File: src/rtl/scan_index_gen_if.sv
// Control/status bundle between a scan requester (master) and scan_index_gen (slave).
// The idx field feeds the downstream binary-to-one-hot decoder data input.
interface scan_index_gen_if #(
  parameter int IDX_W      = 3,
  parameter int N_OUT      = 8,
  parameter int PRESCALE_W = 16
);
  logic                  start;
  logic                  stop;
  logic                  single;
  logic                  dir;
  logic [N_OUT-1:0]      mask;
  logic [PRESCALE_W-1:0] period;
  logic [IDX_W-1:0]      idx;
  logic                  idx_valid;
  logic                  step;
  logic                  sweep_done;
  logic                  busy;
  logic                  no_target;

  modport master (
    output start, stop, single, dir, mask, period,
    input  idx, idx_valid, step, sweep_done, busy, no_target
  );

  modport slave (
    input  start, stop, single, dir, mask, period,
    output idx, idx_valid, step, sweep_done, busy, no_target
  );
endinterface

File: src/rtl/scan_index_gen.sv
// Steps an index over 0..N_OUT-1 (or reverse) with programmable dwell, skipping masked
// positions; continuous or single-sweep. All outputs are registered.
module scan_index_gen #(
  parameter int IDX_W      = 3,
  parameter int N_OUT      = 8,
  parameter int PRESCALE_W = 16
) (
  input  logic           clk,
  input  logic           rst_n,
  scan_index_gen_if.slave bus
);

  typedef enum logic {IDLE, RUN} state_e;

  state_e                state_q;
  logic                  dir_q;
  logic                  single_q;
  logic [PRESCALE_W-1:0] cnt_q;
  logic [IDX_W-1:0]      idx_q;
  logic                  idx_valid_q;
  logic                  step_q;
  logic                  sweep_done_q;
  logic                  busy_q;
  logic                  no_target_q;

  logic                  srch_dir;
  logic [31:0]           base;
  logic [31:0]           pos;
  logic [N_OUT-1:0]      mask_sh;
  logic                  found;
  logic [IDX_W-1:0]      nxt_idx;
  logic                  wrap;

  // In IDLE the search starts one step "before" the first position, so the same
  // walk yields the first unmasked index from 0 up or from N_OUT-1 down.
  always_comb begin
    srch_dir = (state_q == RUN) ? dir_q : bus.dir;
    if (state_q == RUN) base = 32'(idx_q);
    else                base = srch_dir ? 32'd0 : 32'(N_OUT - 1);
    found   = 1'b0;
    nxt_idx = '0;
    pos     = '0;
    mask_sh = '0;
    for (int unsigned k = 1; k <= 32'(N_OUT); k++) begin
      pos     = srch_dir ? (base + 32'(N_OUT) - k) % 32'(N_OUT)
                         : (base + k) % 32'(N_OUT);
      mask_sh = bus.mask >> pos;
      if (!found && !mask_sh[0]) begin
        found   = 1'b1;
        nxt_idx = IDX_W'(pos);
      end
    end
    wrap = dir_q ? (nxt_idx >= idx_q) : (nxt_idx <= idx_q);
  end

  always_ff @(posedge clk or negedge rst_n) begin
    if (!rst_n) begin
      state_q      <= IDLE;
      dir_q        <= 1'b0;
      single_q     <= 1'b0;
      cnt_q        <= '0;
      idx_q        <= '0;
      idx_valid_q  <= 1'b0;
      step_q       <= 1'b0;
      sweep_done_q <= 1'b0;
      busy_q       <= 1'b0;
      no_target_q  <= 1'b0;
    end else begin
      step_q       <= 1'b0;
      sweep_done_q <= 1'b0;
      no_target_q  <= 1'b0;
      case (state_q)
        IDLE: begin
          if (bus.start && !bus.stop) begin
            if (found) begin
              state_q     <= RUN;
              dir_q       <= bus.dir;
              single_q    <= bus.single;
              idx_q       <= nxt_idx;
              cnt_q       <= bus.period;
              idx_valid_q <= 1'b1;
              busy_q      <= 1'b1;
              step_q      <= 1'b1;
            end else begin
              no_target_q <= 1'b1;
            end
          end
        end
        RUN: begin
          if (bus.stop) begin
            state_q     <= IDLE;
            idx_q       <= '0;
            idx_valid_q <= 1'b0;
            busy_q      <= 1'b0;
          end else if (cnt_q != '0) begin
            cnt_q <= cnt_q - PRESCALE_W'(1);
          end else if (!found || (wrap && single_q)) begin
            state_q      <= IDLE;
            idx_q        <= '0;
            idx_valid_q  <= 1'b0;
            busy_q       <= 1'b0;
            no_target_q  <= !found;
            sweep_done_q <= found;
          end else begin
            idx_q        <= nxt_idx;
            cnt_q        <= bus.period;
            step_q       <= 1'b1;
            sweep_done_q <= wrap;
          end
        end
        default: state_q <= IDLE;
      endcase
    end
  end

  assign bus.idx        = idx_q;
  assign bus.idx_valid  = idx_valid_q;
  assign bus.step       = step_q;
  assign bus.sweep_done = sweep_done_q;
  assign bus.busy       = busy_q;
  assign bus.no_target  = no_target_q;

endmodule
File: src/flat_wrapper.sv
// flat-port wrapper written by rule: the top's interface ports become plain ports
module scan_index_gen_flat 
#(
  parameter int IDX_W      = 3,
  parameter int N_OUT      = 8,
  parameter int PRESCALE_W = 16
)
  (clk, rst_n, bus_start, bus_stop, bus_single, bus_dir, bus_mask, bus_period, bus_idx, bus_idx_valid, bus_step, bus_sweep_done, bus_busy, bus_no_target);
  scan_index_gen_if #(.IDX_W(IDX_W), .N_OUT(N_OUT), .PRESCALE_W(PRESCALE_W)) bus_i ();
  input  logic clk;
  input  logic rst_n;
  input wire logic [$bits(bus_i.start)-1:0] bus_start;
  input wire logic [$bits(bus_i.stop)-1:0] bus_stop;
  input wire logic [$bits(bus_i.single)-1:0] bus_single;
  input wire logic [$bits(bus_i.dir)-1:0] bus_dir;
  input wire logic [$bits(bus_i.mask)-1:0] bus_mask;
  input wire logic [$bits(bus_i.period)-1:0] bus_period;
  output wire logic [$bits(bus_i.idx)-1:0] bus_idx;
  output wire logic [$bits(bus_i.idx_valid)-1:0] bus_idx_valid;
  output wire logic [$bits(bus_i.step)-1:0] bus_step;
  output wire logic [$bits(bus_i.sweep_done)-1:0] bus_sweep_done;
  output wire logic [$bits(bus_i.busy)-1:0] bus_busy;
  output wire logic [$bits(bus_i.no_target)-1:0] bus_no_target;
  assign bus_i.start = bus_start;
  assign bus_i.stop = bus_stop;
  assign bus_i.single = bus_single;
  assign bus_i.dir = bus_dir;
  assign bus_i.mask = bus_mask;
  assign bus_i.period = bus_period;
  assign bus_idx = bus_i.idx;
  assign bus_idx_valid = bus_i.idx_valid;
  assign bus_step = bus_i.step;
  assign bus_sweep_done = bus_i.sweep_done;
  assign bus_busy = bus_i.busy;
  assign bus_no_target = bus_i.no_target;
  scan_index_gen #(.IDX_W(IDX_W), .N_OUT(N_OUT), .PRESCALE_W(PRESCALE_W)) u_core (.clk(clk), .rst_n(rst_n), .bus(bus_i));
endmodule
File: config.mk
export PLATFORM = sky130hd
export DESIGN_NAME = scan_index_gen_flat
export DESIGN_NICKNAME = d
export VERILOG_FILES = /design/src/rtl/scan_index_gen_if.sv /design/src/rtl/scan_index_gen.sv /design/src/flat_wrapper.sv
export SDC_FILE = /design/constraint.sdc
export NUM_CORES = 1
export LEC_CHECK = 0
export ABC_AREA = 1
export CAP_MARGIN = 40
export CORE_ASPECT_RATIO = 1.1
export CORE_MARGIN = 4
export CORE_UTILIZATION = 51
export DETAILED_ROUTE_END_ITERATION = 7
export PLACE_DENSITY = 0.79
export SETUP_SLACK_MARGIN = 0.05
export SLEW_MARGIN = 20
export SYNTH_ARGS = -nofsm -noshare
export SYNTH_HDL_FRONTEND = slang
export SYNTH_SLANG_ARGS = --single-unit
File: constraint.sdc
create_clock -name clk -period 3.6 [get_ports clk]
set_input_delay 0.72 -clock clk [delete_from_list [all_inputs] [get_ports clk]]
set_output_delay 0.72 -clock clk [all_outputs]
set_load 0.01 [all_outputs]
* Word level (Yosys, flattened, before mapping)
Index checks and enable logic that the tools add are counted.
Operators by class: order comparisons 2, multiplexer cells 65, bitwise gates (word level) 1, reduce and logical (&&, ||, !) cells 30, add/sub/neg operators 17, eq/ne operators 6, shift operators 8
Operators by type and width (count):
- $shr A8 B32 Y1 | 8
- $mux W16 | 5
- $mux W3 | 23
- $pmux W16 S2 | 1
- $mux W1 | 31
- $reduce_bool A16 Y1 | 1
- $sub A16 B1 Y16 const B | 1
- $logic_not A1 Y1 | 15
- $add A3 B3 Y3 const B | 4
- $sub A3 B3 Y3 const B | 4
- $logic_and A1 B1 Y1 | 9
- $ne A3 B3 Y1 const B | 3
- $pmux W1 S2 | 4
- $reduce_and A4 Y1 | 2
- $add A3 B1 Y3 const B | 2
- $add A3 B2 Y3 const B | 2
- $pmux W3 S2 | 1
- $reduce_and A3 Y1 | 2
- $sub A3 B1 Y3 const B | 2
- $sub A3 B2 Y3 const B | 2
- $ne A2 B1 Y1 const B | 2
- $ge A3 B3 Y1 | 1
- $le A3 B3 Y1 | 1
- $ne A2 B2 Y1 const B | 1
- other kinds (2) | 2
Word-level totals: output and inout bits 8, bits in registers 26, input port bits 30

* Depth between registers and ports, before layout
Gate-level depths: netlist (run 1).
depth in word-level cells 36, mapped depth 35

* Worst setup path after synthesis (run 1)
Ideal clock, no wire load.
kind input to register, start point in bus_dir, end point reg u_core.cnt_q[10], cell stages on the path 23, path slack -0.587 ns, buffers on the path 2, data required time 3.483 ns, arrival 4.069 ns, cells stage by stage nand2_4 > nand2_4 > fa_1 > buf_2 > clkinv_1 > nand3_1 > nand3_2 > nand2_2 > nand4_4 > nor3_1 > nand2_1 > nand2_1 > nand2_1 > ha_1 > a31oi_1 > a21oi_1 > nor3_1 > inv_1 > nand2_1 > nand3_4 > buf_4 > nand4_1 > nand2_1
Between the ends: word-level cells in the longest chain between the ends 34, elaborated cells between the ends (all ways) 80, those cells by class add/sub: 16; order compare: 2; eq/ne: 2; shift: 8; mux: 28; reduce/logical: 24
Ends and longest elaborated chain:
- start: declaration | line flat_wrapper.sv:15 | input wire logic [$bits(bus_i.dir)-1:0] bus_dir;
- $mux W1 (*) | line scan_index_gen.sv:37 | srch_dir = (state_q == RUN) ? dir_q : bus.dir;
- $mux W3 | line scan_index_gen.sv:39 | else base = srch_dir ? 32'd0 : 32'(N_OUT - 1);
- $mux W3 | line scan_index_gen.sv:38 | if (state_q == RUN) base = 32'(idx_q);
- $add A3 B1 Y3 | line scan_index_gen.sv:45, scan_index_gen.sv:46
- $sub A3 B2 Y3 | line scan_index_gen.sv:45 | pos = srch_dir ? (base + 32'(N_OUT) - k) % 32'(N_OUT)
- $mux W3 | line scan_index_gen.sv:45
- $shr A8 B32 Y1 | line scan_index_gen.sv:47 | mask_sh = bus.mask >> pos;
- $logic_not A1 Y1 | line scan_index_gen.sv:48 | if (!found && !mask_sh[0]) begin
- [... 18 more ...]
- $logic_and A1 B1 Y1 | line scan_index_gen.sv:48
- $mux W3 | line scan_index_gen.sv:48
- $le A3 B3 Y1 / $ge A3 B3 Y1 (equally long branches) | line scan_index_gen.sv:53 | wrap = dir_q ? (nxt_idx >= idx_q) : (nxt_idx <= idx_q);
- $mux W1 | line scan_index_gen.sv:53
- $logic_and A1 B1 Y1 | line scan_index_gen.sv:97 | end else if (!found || (wrap && single_q)) begin
- $logic_or A1 B1 Y1 | line scan_index_gen.sv:97
- $ne A3 B3 Y1 (no source line)
- $reduce_and A4 Y1 (no source line) (*)
- end signal: assignment | line scan_index_gen.sv:80 | cnt_q <= bus.period;
- end signal: assignment | line scan_index_gen.sv:96 | cnt_q <= cnt_q - PRESCALE_W'(1);
- end signal: assignment | line scan_index_gen.sv:106 | cnt_q <= bus.period;
- end: declaration | line scan_index_gen.sv:18 | logic [PRESCALE_W-1:0] cnt_q;
Every way passes the cells marked *; elsewhere a longest branch is shown, timed or not. A chain may end at the register's enable or synchronous reset.

* Worst setup path in the final report (run 1)
start point reg u_core.state_q, end point reg u_core.cnt_q[15]
Between the ends: word-level cells in the longest chain between the ends 34, elaborated cells between the ends (all ways) 84, those cells by class add/sub: 16; order compare: 2; eq/ne: 4; shift: 8; mux: 29; bitwise: 1; reduce/logical: 24
Ends and longest elaborated chain:
- start: declaration | line scan_index_gen.sv:15 | state_e state_q;
- start signal: assignment | line scan_index_gen.sv:58 | state_q <= IDLE;
- start signal: assignment | line scan_index_gen.sv:76 | state_q <= RUN;
- start signal: assignment | line scan_index_gen.sv:91 | state_q <= IDLE;
- $mux W1 | line scan_index_gen.sv:37
- $mux W3 | line scan_index_gen.sv:39
- $mux W3 | line scan_index_gen.sv:38
- $add A3 B1 Y3 | line scan_index_gen.sv:45, scan_index_gen.sv:46
- $sub A3 B2 Y3 | line scan_index_gen.sv:45
- $mux W3 | line scan_index_gen.sv:45
- $shr A8 B32 Y1 | line scan_index_gen.sv:47
- $logic_not A1 Y1 | line scan_index_gen.sv:48
- [... 18 more ...]
- $logic_and A1 B1 Y1 | line scan_index_gen.sv:48
- $mux W3 | line scan_index_gen.sv:48
- $le A3 B3 Y1 / $ge A3 B3 Y1 (equally long branches) | line scan_index_gen.sv:53
- $mux W1 | line scan_index_gen.sv:53
- $logic_and A1 B1 Y1 | line scan_index_gen.sv:97
- $logic_or A1 B1 Y1 | line scan_index_gen.sv:97
- $ne A3 B3 Y1 (no source line)
- $reduce_and A4 Y1 (no source line)
Parallel ways exist; a longest one is shown, timed or not.

==> results_dict.tcl, run 1 <==
set metrics [dict create \
    final.setup_skew_ps 9.60 \
    worstPathMaxFanout 8 \
    worstSetupPathType "register to register" \
    grt_overflow 0 \
    clk_pin_slew_ps 90 \
    muxShareOfSynthArea_pct 0 \
    hold_viol_final 0 \
    cp-end-kind "register" \
    maxSlewHeadroom_pct 62.9 \
    htree_num_levels 1 \
    dp_hpwl_mm 6.34 \
    syn-cell-area_mm2 0.00276 \
    path_buf_inv 7 \
    yosys.area_share.adder_pct 3.90 \
    synth_top_area_cell "dfrtp_1" \
    synth_compound_area_share_pct 6.49 \
    ys_seq_area_share_pct 23.6 \
    chipHeight_um 85.1 \
    fmax_mhz 252 \
    port-buffer-count 37 \
    gp_congestion 0.944 \
    post-route-period-util_pct 110 \
    worst_slack_ps -372 \
    grt_pass1_wl_mm 15.2 \
    die_x_um 78.1 \
    ant_nets 0 \
    worstHoldEndpoint "u_core.single_q" \
    synthXorXnorAreaFrac_pct 3.18 \
    hold_path_class "register to register" \
    max_stage_delay_ps 570 \
    grt_max_degree 27 \
    numClockSinks 26 \
    drv_slew 0 \
    synth_cell_types 34 \
    drive_above_1_share_pct 28.7 \
    cp-start-kind "register" \
    final_common_cell "nand2_1" \
    arrival_ps 4150 \
    syn2layout_area_growth_pct 49.3 \
    worst_pin_slew_ps 552 \
    status "finished with violations" \
    r2r-end "u_core.cnt_q[15]" \
    finalSetupViolCount 22 \
    fin_nets 591 \
    grt_usage_pct 27.9 \
    cts-root-buf "clkbuf_8" \
    postCtsHoldBufs 0 \
    violations "negative setup slack" \
    via_per_inst 5.66 \
    num_rows 27 \
    cp.required_ps 3780 \
    clkLatencyLatePin_ps 290 \
    rsz0062_at_grt "yes" \
    fin_area_mm2 0.00412 \
    yosysWarnings 0 \
    place_ws_ps -1210 \
    cp_top_family "simple AND/OR/NAND/NOR gates" \
    core_mm2 0.00513 \
    ys_seq_elements 26 \
    boundaryPins 38 \
    syn_area_per_cell_um2 6.37 \
    drc 0 \
    worst_r2r_path_depth 28 \
    synthTopCellsByArea "dfrtp_1, nand2_1, nand3_1" \
    synth_top_family_by_area "simple AND/OR/NAND/NOR gates" \
    grt_pass1_vias 3435 \
    timing.rr.start "u_core.state_q" \
    hold_path_depth 2 \
    cts_tree "done" \
    maxCapViolations 0 \
    crit_top_cell "nand2_1" \
    ff2ff_setup_slack_ps -370 \
    hp-start "u_core.single_q" \
    synthCells 433 \
    first_iter_violations 215 \
    start_util_pct 53.7 \
    vias 3527 \
    fin_crit_ps 3970 \
    routed_wirelength_mm 9.17 \
    cts_buffers 3 \
    critPathSlowestCell "fa_1" \
    place_area_mm2 0.00376 \
    antenna-diode-count 0 \
    final_cell_mix "nand2_1, buf_4, nand3_1" \
    synth_top_cell_area_share_pct 23.6 \
    synthSimpleGateAreaFrac_pct 54.7 \
    antenna_found_initial 0 \
    postSynthNetCount 471 \
    clk_path_buf_depth 2 \
    design.die.area_mm2 0.00665 \
    drt_first_pass_iters 6 \
    wl_per_cell_um 14.7 \
]
[per-layer routing]
metal	track usage, %	share of wire, %
met1	31.2	37
met2	52.6	53
met3	3.29	5.3
met4	12.4	4.2
met5	0	0
[area by class of cell]
class                           instances  area, um2
Inverter                               38        158
Clock buffer                            3       41.3
Multi-Input combinational cell        360       2100
Timing Repair Buffer                  124       1070
Fill cell                             358       1020
Tap cell                               72       90.1
Sequential cell                        26        651
[per-stage QoR]
step / hold slack (ps) / cells / setup TNS (ps) / util [%]
2_1_floorplan: 424 / 433 / -5270 / -
3_5_place_dp: 491 / 595 / -26620 / 73.3
6_report: 521 / 623 / -6890 / 80.1
5_1_grt: 564 / 623 / -12330 / 80.1
4_1_cts: 518 / 617 / -5510 / 78.6
3_3_place_gp: 496 / 595 / -25010 / 73.3
[cell families after synthesis]
logic type,count (synthesis)
flops,26
simple gates,308
fa+ha+maj,8
compound gates,32
buf+inv,49
xor+xnor,10
[synth_stat cells]
cell type  number
a21oi_1         9
a31oi_1         4
and2_1          1
and3_1          1
buf_2           1
buf_4           4
buf_6           3
clkbuf_1        3
clkinv_1        1
dfrtp_1        26
fa_1            1
ha_1            7
inv_1          36
inv_2           1
nand2_1       153
nand2_2        12
nand2_4         6
nand3_1        63
nand3_2         3
nand3_4         4
nand4_1        22
nand4_4         2
nor2_1         34
nor2_8          1
nor3_1          2
nor3b_1         1
nor4_1          2
o21ai_0        16
o21ai_1         1
o21ai_4         1
o21bai_1        1
or2_2           1
xnor2_1         5
xor2_1          5
[state kept, by name, summed over array words and instances, names as in the netlist]
name                   cells
u_core.cnt_q              16
u_core.bus.idx             3
u_core.bus.idx_valid       1
u_core.bus.no_target       1
u_core.bus.step            1
u_core.bus.sweep_done      1
u_core.dir_q               1
u_core.single_q            1
u_core.state_q             1
[tightest hold or removal path, stage by stage, from the launching register on]
cell and delay [ps]:
dfrtp_1 380, nand2_1 60, nand2_1 50
[timing repair]
| action | in CTS | in global routing |
|---|---|---|
| buffers inserted | 15 | 7 |
| resized for setup | 25 | 10 |
| pin swaps | 33 | 13 |
| endpoints found under the setup margin | 23 | 23 |
| cloned | 4 | 0 |
[worst max path at each step]
stage | from | end | slack (ps) | cells past startpoint
global route | u_core.state_q | u_core.cnt_q[11] | -620 | 30
global placement | bus_dir | u_core.cnt_q[5] | -1130 | 27
detailed placement | bus_dir | u_core.cnt_q[0] | -1210 | 27
CTS | u_core.state_q | u_core.cnt_q[6] | -290 | 28
finish | u_core.state_q | u_core.cnt_q[15] | -370 | 28
floorplan | bus_dir | u_core.cnt_q[8] | -330 | 26
Power of run 1 is left out: the tool's default activity adds up to more than one toggle a clock period on the data nets, which glitch-free logic cannot reach.
==> run 2, diff against run 1 <==
MAX_ROUTING_LAYER = met4   (was default)
==> run 2 against run 1 <==
Effect of this change: the run still ends with negative setup slack left; global-route usage grew 1.7 points; non-clock buffer count up 3; first-iteration DRC count up 42%; clock-buffer cell count unchanged; via count down 0.82%; design area rose by 3.1%; clock skew down 3.6 ps; setup slack got worse by 110 ps; critical endpoint is now u_core.bus.idx[0].
==> results_dict.tcl, run 2 (same netlist as run 1, synthesis figures left out) <==
set metrics [dict create \
    boundaryPins 38 \
    drv_slew 0 \
    cts-root-buf "clkbuf_8" \
    start_util_pct 53.7 \
    fill_cells 349 \
    ant_nets 0 \
    crit_top_cell "buf_4" \
    arrival_ps 4260 \
    cts_buffers 3 \
    rsz0062_at_grt "yes" \
    num_rows 27 \
    crit_start "u_core.state_q" \
    final_cell_mix "nand2_1, buf_4, nand3_1" \
    clk_path_buf_depth 2 \
    status "finished with violations" \
    cts_tree "done" \
    finalSetupViolCount 23 \
    fin_area_mm2 0.00424 \
    largest_reg_flops 16 \
    grt_usage_pct 29.6 \
    maxSlewHeadroom_pct 55.4 \
    clk_pin_slew_ps 100 \
    max_stage_delay_ps 610 \
    grt_overflow 0 \
    clkLatencyLatePin_ps 280 \
    chipHeight_um 85.1 \
    fin_crit_ps 4080 \
    drive_above_1_share_pct 30.6 \
    post-route-period-util_pct 113 \
    worstSetupPathType "register to register" \
    final_common_cell "nand2_1" \
    hold_viol_final 0 \
    numClockSinks 26 \
    grt_max_degree 27 \
    via_per_inst 5.58 \
    fin_nets 594 \
    place_area_mm2 0.00377 \
    core_mm2 0.00513 \
    drt_first_pass_iters 7 \
    path_buf_inv 14 \
    routed_wirelength_mm 9.62 \
    regArea_um2 652 \
    cp_top_family "buffers and inverters" \
    htree_num_levels 1 \
    gp_congestion 0.922 \
    syn2layout_area_growth_pct 54.0 \
    hp-start "u_core.single_q" \
    regMostFlops "u_core.cnt_q" \
    multi_input_area_mm2 0.00214 \
    design.die.area_mm2 0.00665 \
    hold_slack_ps 555 \
    worst_slack_ps -483 \
    wl_per_cell_um 15.3 \
    grt_pass1_vias 3493 \
    first_iter_violations 306 \
    timing.rr.start "u_core.state_q" \
    cp-start-kind "register" \
    critPathSlowestCell "fa_2" \
    vias 3498 \
    fmax_mhz 245 \
    antenna_found_initial 0 \
    antenna-diode-count 0 \
    worstPathMaxFanout 6 \
    cp.required_ps 3780 \
    final.setup_skew_ps 6.02 \
    die_x_um 78.1 \
    grt_pass1_wl_mm 15.7 \
    drc 0 \
    violations "negative setup slack" \
    finish.utilization_pct 82.7 \
    dp_hpwl_mm 6.24 \
    worst_pin_slew_ps 663 \
    hold_path_class "register to register" \
    place_ws_ps -1210 \
    cp-end-kind "register" \
    maxCapViolations 0 \
    port-buffer-count 37 \
]
[run 2: changes by cell type in the layout (fill, tap and decap cells not counted), moves of 2 or more]
cell | before | now
nor2_1 | 33 | 29
nor2_2 | 1 | 5
buf_4 | 79 | 81
nand2_2 | 16 | 18
nand3_1 | 57 | 55
nand3_4 | 7 | 9
[run 2: worst paths after layout]
check                                          to  slack (ps)  depth (start not counted)
worst min register to register    u_core.single_q         560                          2
worst max-delay path            u_core.bus.idx[0]        -480                         28
min in group asynchronous         u_core.bus.step         800                          2
worst max register to register  u_core.bus.idx[0]        -480                         28
max in group asynchronous          u_core.state_q        2520                          2
worst min-delay path              u_core.single_q         560                          2
[run 2: through the flow]
step / instances / setup TNS (ps)
floorplan: 433 / -5270
global placement: 594 / -24060
detailed placement: 594 / -26890
CTS: 621 / -5000
global route: 627 / -12590
finish: 627 / -8570
[run 2: repair_timing]
action                                  in CTS  in global routing
buffers inserted                            20                  6
hold buffers                                 0                  0
gates resized for setup                     32                 14
pin swaps                                   13                 18
endpoints found under the setup margin      23                 23
gates cloned                                 4                  0
[run 2: layer usage]
| layer | part of all wire [%] | GRT usage, % | wire length (um) |
|---|---|---|---|
| met1 | 37 | 32.3 | 3600 |
| met2 | 53 | 53.3 | 5070 |
| met3 | 5.8 | 4.25 | 561 |
| met4 | 4.1 | 12.6 | 399 |
| met5 | 0 | - | 0 |
[run 2: final cells by class]
class | count | share of cell area, %
tap | 72 | 2.12
clock inverter | 1 | 0.708
multi-input combinational | 360 | 50.5
inverter | 38 | 3.71
sequential | 26 | 15.4
clock buffer | 3 | 0.973
timing repair buffer | 127 | 26.7
[run 2: worst reg2reg max path, delay by kind of cell (launching register included)]
kind | cells | cell delay, ps
and+or+nand+nor | 13 | 1290
adders and majority gates | 1 | 610
buffers and inverters | 14 | 1630
DFF | 1 | 460
Power of run 2 is left out for the same reason.
==> run 3, diff against run 2 <==
--- a/config.mk
+++ b/config.mk
@@ -6,5 +6,4 @@
 export NUM_CORES = 1
 export LEC_CHECK = 0
-export ABC_AREA = 1
 export CAP_MARGIN = 40
 export CORE_ASPECT_RATIO = 1.1
==> constraint.sdc (replaced) <==
create_clock -name clk -period 3.6 [get_ports clk]
set_input_delay 0.36 -clock clk [delete_from_list [all_inputs] [get_ports clk]]
set_output_delay 0.36 -clock clk [all_outputs]
set_load 0.01 [all_outputs]
==> run 3 against run 2 <==
Effect of this change: the flow still finishes with violations (negative setup slack); via count decreased by 0.97%; core utilization is 2.9 points lower; clock-buffer cell count unchanged.
==> results_dict.tcl, run 3 <==
set metrics [dict create \
    worstPathMaxFanout 5 \
    cp.required_ps 3780 \
    num_rows 28 \
    final_cell_mix "buf_4, clkdlybuf4s50_1, nor2_1" \
    worst_slack_ps -1100 \
    grt_pass1_wl_mm 15.5 \
    drv_slew 0 \
    drive_above_1_share_pct 34.4 \
    final.setup_skew_ps 7.71 \
    fmax_mhz 213 \
    maxSlewHeadroom_pct 48.2 \
    ys_seq_elements 26 \
    numClockSinks 26 \
    synth_cell_types 72 \
    gp_congestion 1.01 \
    synth_top_area_cell "dfrtp_1" \
    first_iter_violations 377 \
    power.density_mw_per_mm2 1140 \
    cts-root-buf "clkbuf_8" \
    antenna_found_initial 0 \
    drc 0 \
    synthCells 359 \
    finalSetupViolCount 23 \
    routed_wirelength_mm 10.4 \
    port-buffer-count 37 \
    leakagePower_nw 1.83 \
    syn-cell-area_mm2 0.00279 \
    worst_pin_slew_ps 777 \
    syn_area_per_cell_um2 7.78 \
    rsz0062_at_grt "yes" \
    regMostFlops "u_core.cnt_q" \
    finish.utilization_pct 79.7 \
    ant_nets 0 \
    hold_path_class "input port to asynchronous set/reset pin" \
    netlist_top_cells_count "o21ai_0, nor2_1, a21oi_1, dfrtp_1" \
    design.die.area_mm2 0.00673 \
    synth_edf_count 0 \
    fin_crit_ps 4700 \
    finalPower_mw 4.88 \
    place_ws_ps -1500 \
    ys_seq_area_share_pct 23.3 \
    boundaryPins 38 \
    via_per_inst 6.28 \
    worstSetupPathType "register to register" \
    synthArstFlopShare_pct 100 \
    chipHeight_um 85.6 \
    drt_first_pass_iters 5 \
    cp-end-kind "register" \
    wl_per_cell_um 18.9 \
    grt_usage_pct 29.7 \
    clk_pin_slew_ps 100 \
    clkLatencyLatePin_ps 290 \
    core_mm2 0.00536 \
    violations "negative setup slack" \
    vias 3464 \
    status "finished with violations" \
    grt_overflow 0 \
    dp_hpwl_mm 7.08 \
    arrival_ps 4890 \
    hold_slack_ps 428 \
    syn2layout_area_growth_pct 53.0 \
    yosysWarnings 0 \
    fin_nets 516 \
    cts_tree "done" \
    grt_max_degree 27 \
    ir_drop_mv 0.851 \
    antenna-diode-count 0 \
    synthTopCellsByArea "dfrtp_1, o21ai_0, mux2i_1" \
    largest_reg_flops 16 \
    ys.flop_type "dfrtp_1" \
    start_util_pct 52.1 \
    cp-start-kind "register" \
    postSynthNetCount 397 \
    cts_buffers 3 \
    htree_num_levels 1 \
    grt_pass1_vias 3186 \
    critPathSlowestCell "fa_2" \
    die_x_um 78.6 \
    synth_top_cell_area_share_pct 23.3 \
    maxCapViolations 0 \
    final_common_cell "buf_4" \
    max_stage_delay_ps 630 \
    clk_path_buf_depth 2 \
    post-route-period-util_pct 131 \
    yosys.cell_count.top_type "o21ai_0" \
    cp_cell_sequence "buf_6 -> nor2b_4 -> nor2_4 -> inv_4 -> fa_2 -> buf_6 -> mux2_4 -> o21a_4 -> mux2_4 -> nand4_1 -> o21ai_1 -> a211o_1 -> ha_4 -> nor2b_4 -> o21ai_2 -> a21bo_2 -> o21ai_2 -> a21oi_2 -> a31oi_4 -> buf_4 -> o21ai_0 -> a22oi_1" \
    hold_viol_final 0 \
]
## run 3: cell count changes after synthesis, sizes merged, moves of 7 or more
cell / delta
inv: -17
o21ai: +19
or3: +8
a22oi: +8
nand2: -152
mux2i: +16
nand4: -13
mux2: +7
nand3: -51
nor3: +8
a21oi: +18
## run 3: routing by layer
layer  global-route usage, %  routed length [um]  vias to the layer above
li1                        -                   -                     1575
met1                    39.3                4150                     1632
met2                    48.5                5100                      217
met3                    3.36                 859                       40
met4                    7.79                 321                        0
met5                       -                   0                        -
## run 3: cell families (layout without fill, tap and decap cells)
logic type                 Yosys count  count (layout)  synth area share [%]
muxes                               25              25                  10.2
DFF                                 26              26                  23.3
buffers and inverters               41             159                  6.72
xor gates and xnor gates             5               5                  1.57
adders and majority gates            8               8                  3.85
AOI/OAI and AO/OA                  113             113                  26.7
and+or+nand+nor                    141             141                  27.7
## run 3: cell type report
class                   instances  area, um2
well taps                      75       93.8
flip-flops and latches         26        652
inverters                      22       95.1
fillers                       333       1090
clock inverters                 1       30.0
multi-input cells             292       2230
repair inverters                1       7.51
clock buffers                   3       41.3
repair buffers                132       1120
## run 3: report_power, final
part | switching [mW] | total, mW | internal [mW]
logic | 2.01 | 4.09 | 2.08
registers | 0.123 | 0.538 | 0.415
clock network | 0.105 | 0.254 | 0.149
## run 3: final timing paths
check                                    to             from  depth (start not counted)  slack [ps]
setup / recovery           u_core.cnt_q[10]   u_core.state_q                         22       -1100
hold / removal              u_core.cnt_q[4]            rst_n                          2         430
setup reg to reg           u_core.cnt_q[10]   u_core.state_q                         22       -1100
hold reg to reg             u_core.cnt_q[3]  u_core.cnt_q[3]                          1         530
max in group asynchronous    u_core.state_q            rst_n                          2        2880
min in group clk            u_core.cnt_q[3]  u_core.cnt_q[3]                          1         530
## run 3: metrics by stage
step | TNS (ps) | cells | area, um2
final | -23180 | 552 | 4270
after detailed placement | -34110 | 530 | 3800
after floorplan | -19070 | 359 | 2880
after global routing | -27030 | 552 | 4270
after CTS | -21750 | 544 | 4060
after global placement | -30310 | 530 | 3800
## run 3: worst max-delay path, delay by kind of cell, from the launching register on
kind	cells	cell delay [ps]
buffers and inverters	4	490
adders and majority gates	2	910
muxes	2	580
AOI/OAI and AO/OA	10	1780
and+or+nand+nor	4	430
DFF	1	410
## run 3: repair_timing
action	CTS	global route
setup endpoints to repair	25	25
pin swaps	21	21
setup buffers	10	7
gates cloned	1	0
hold buffers	0	0
gates resized for setup	27	27
Power figures use the tool's default switching activity.
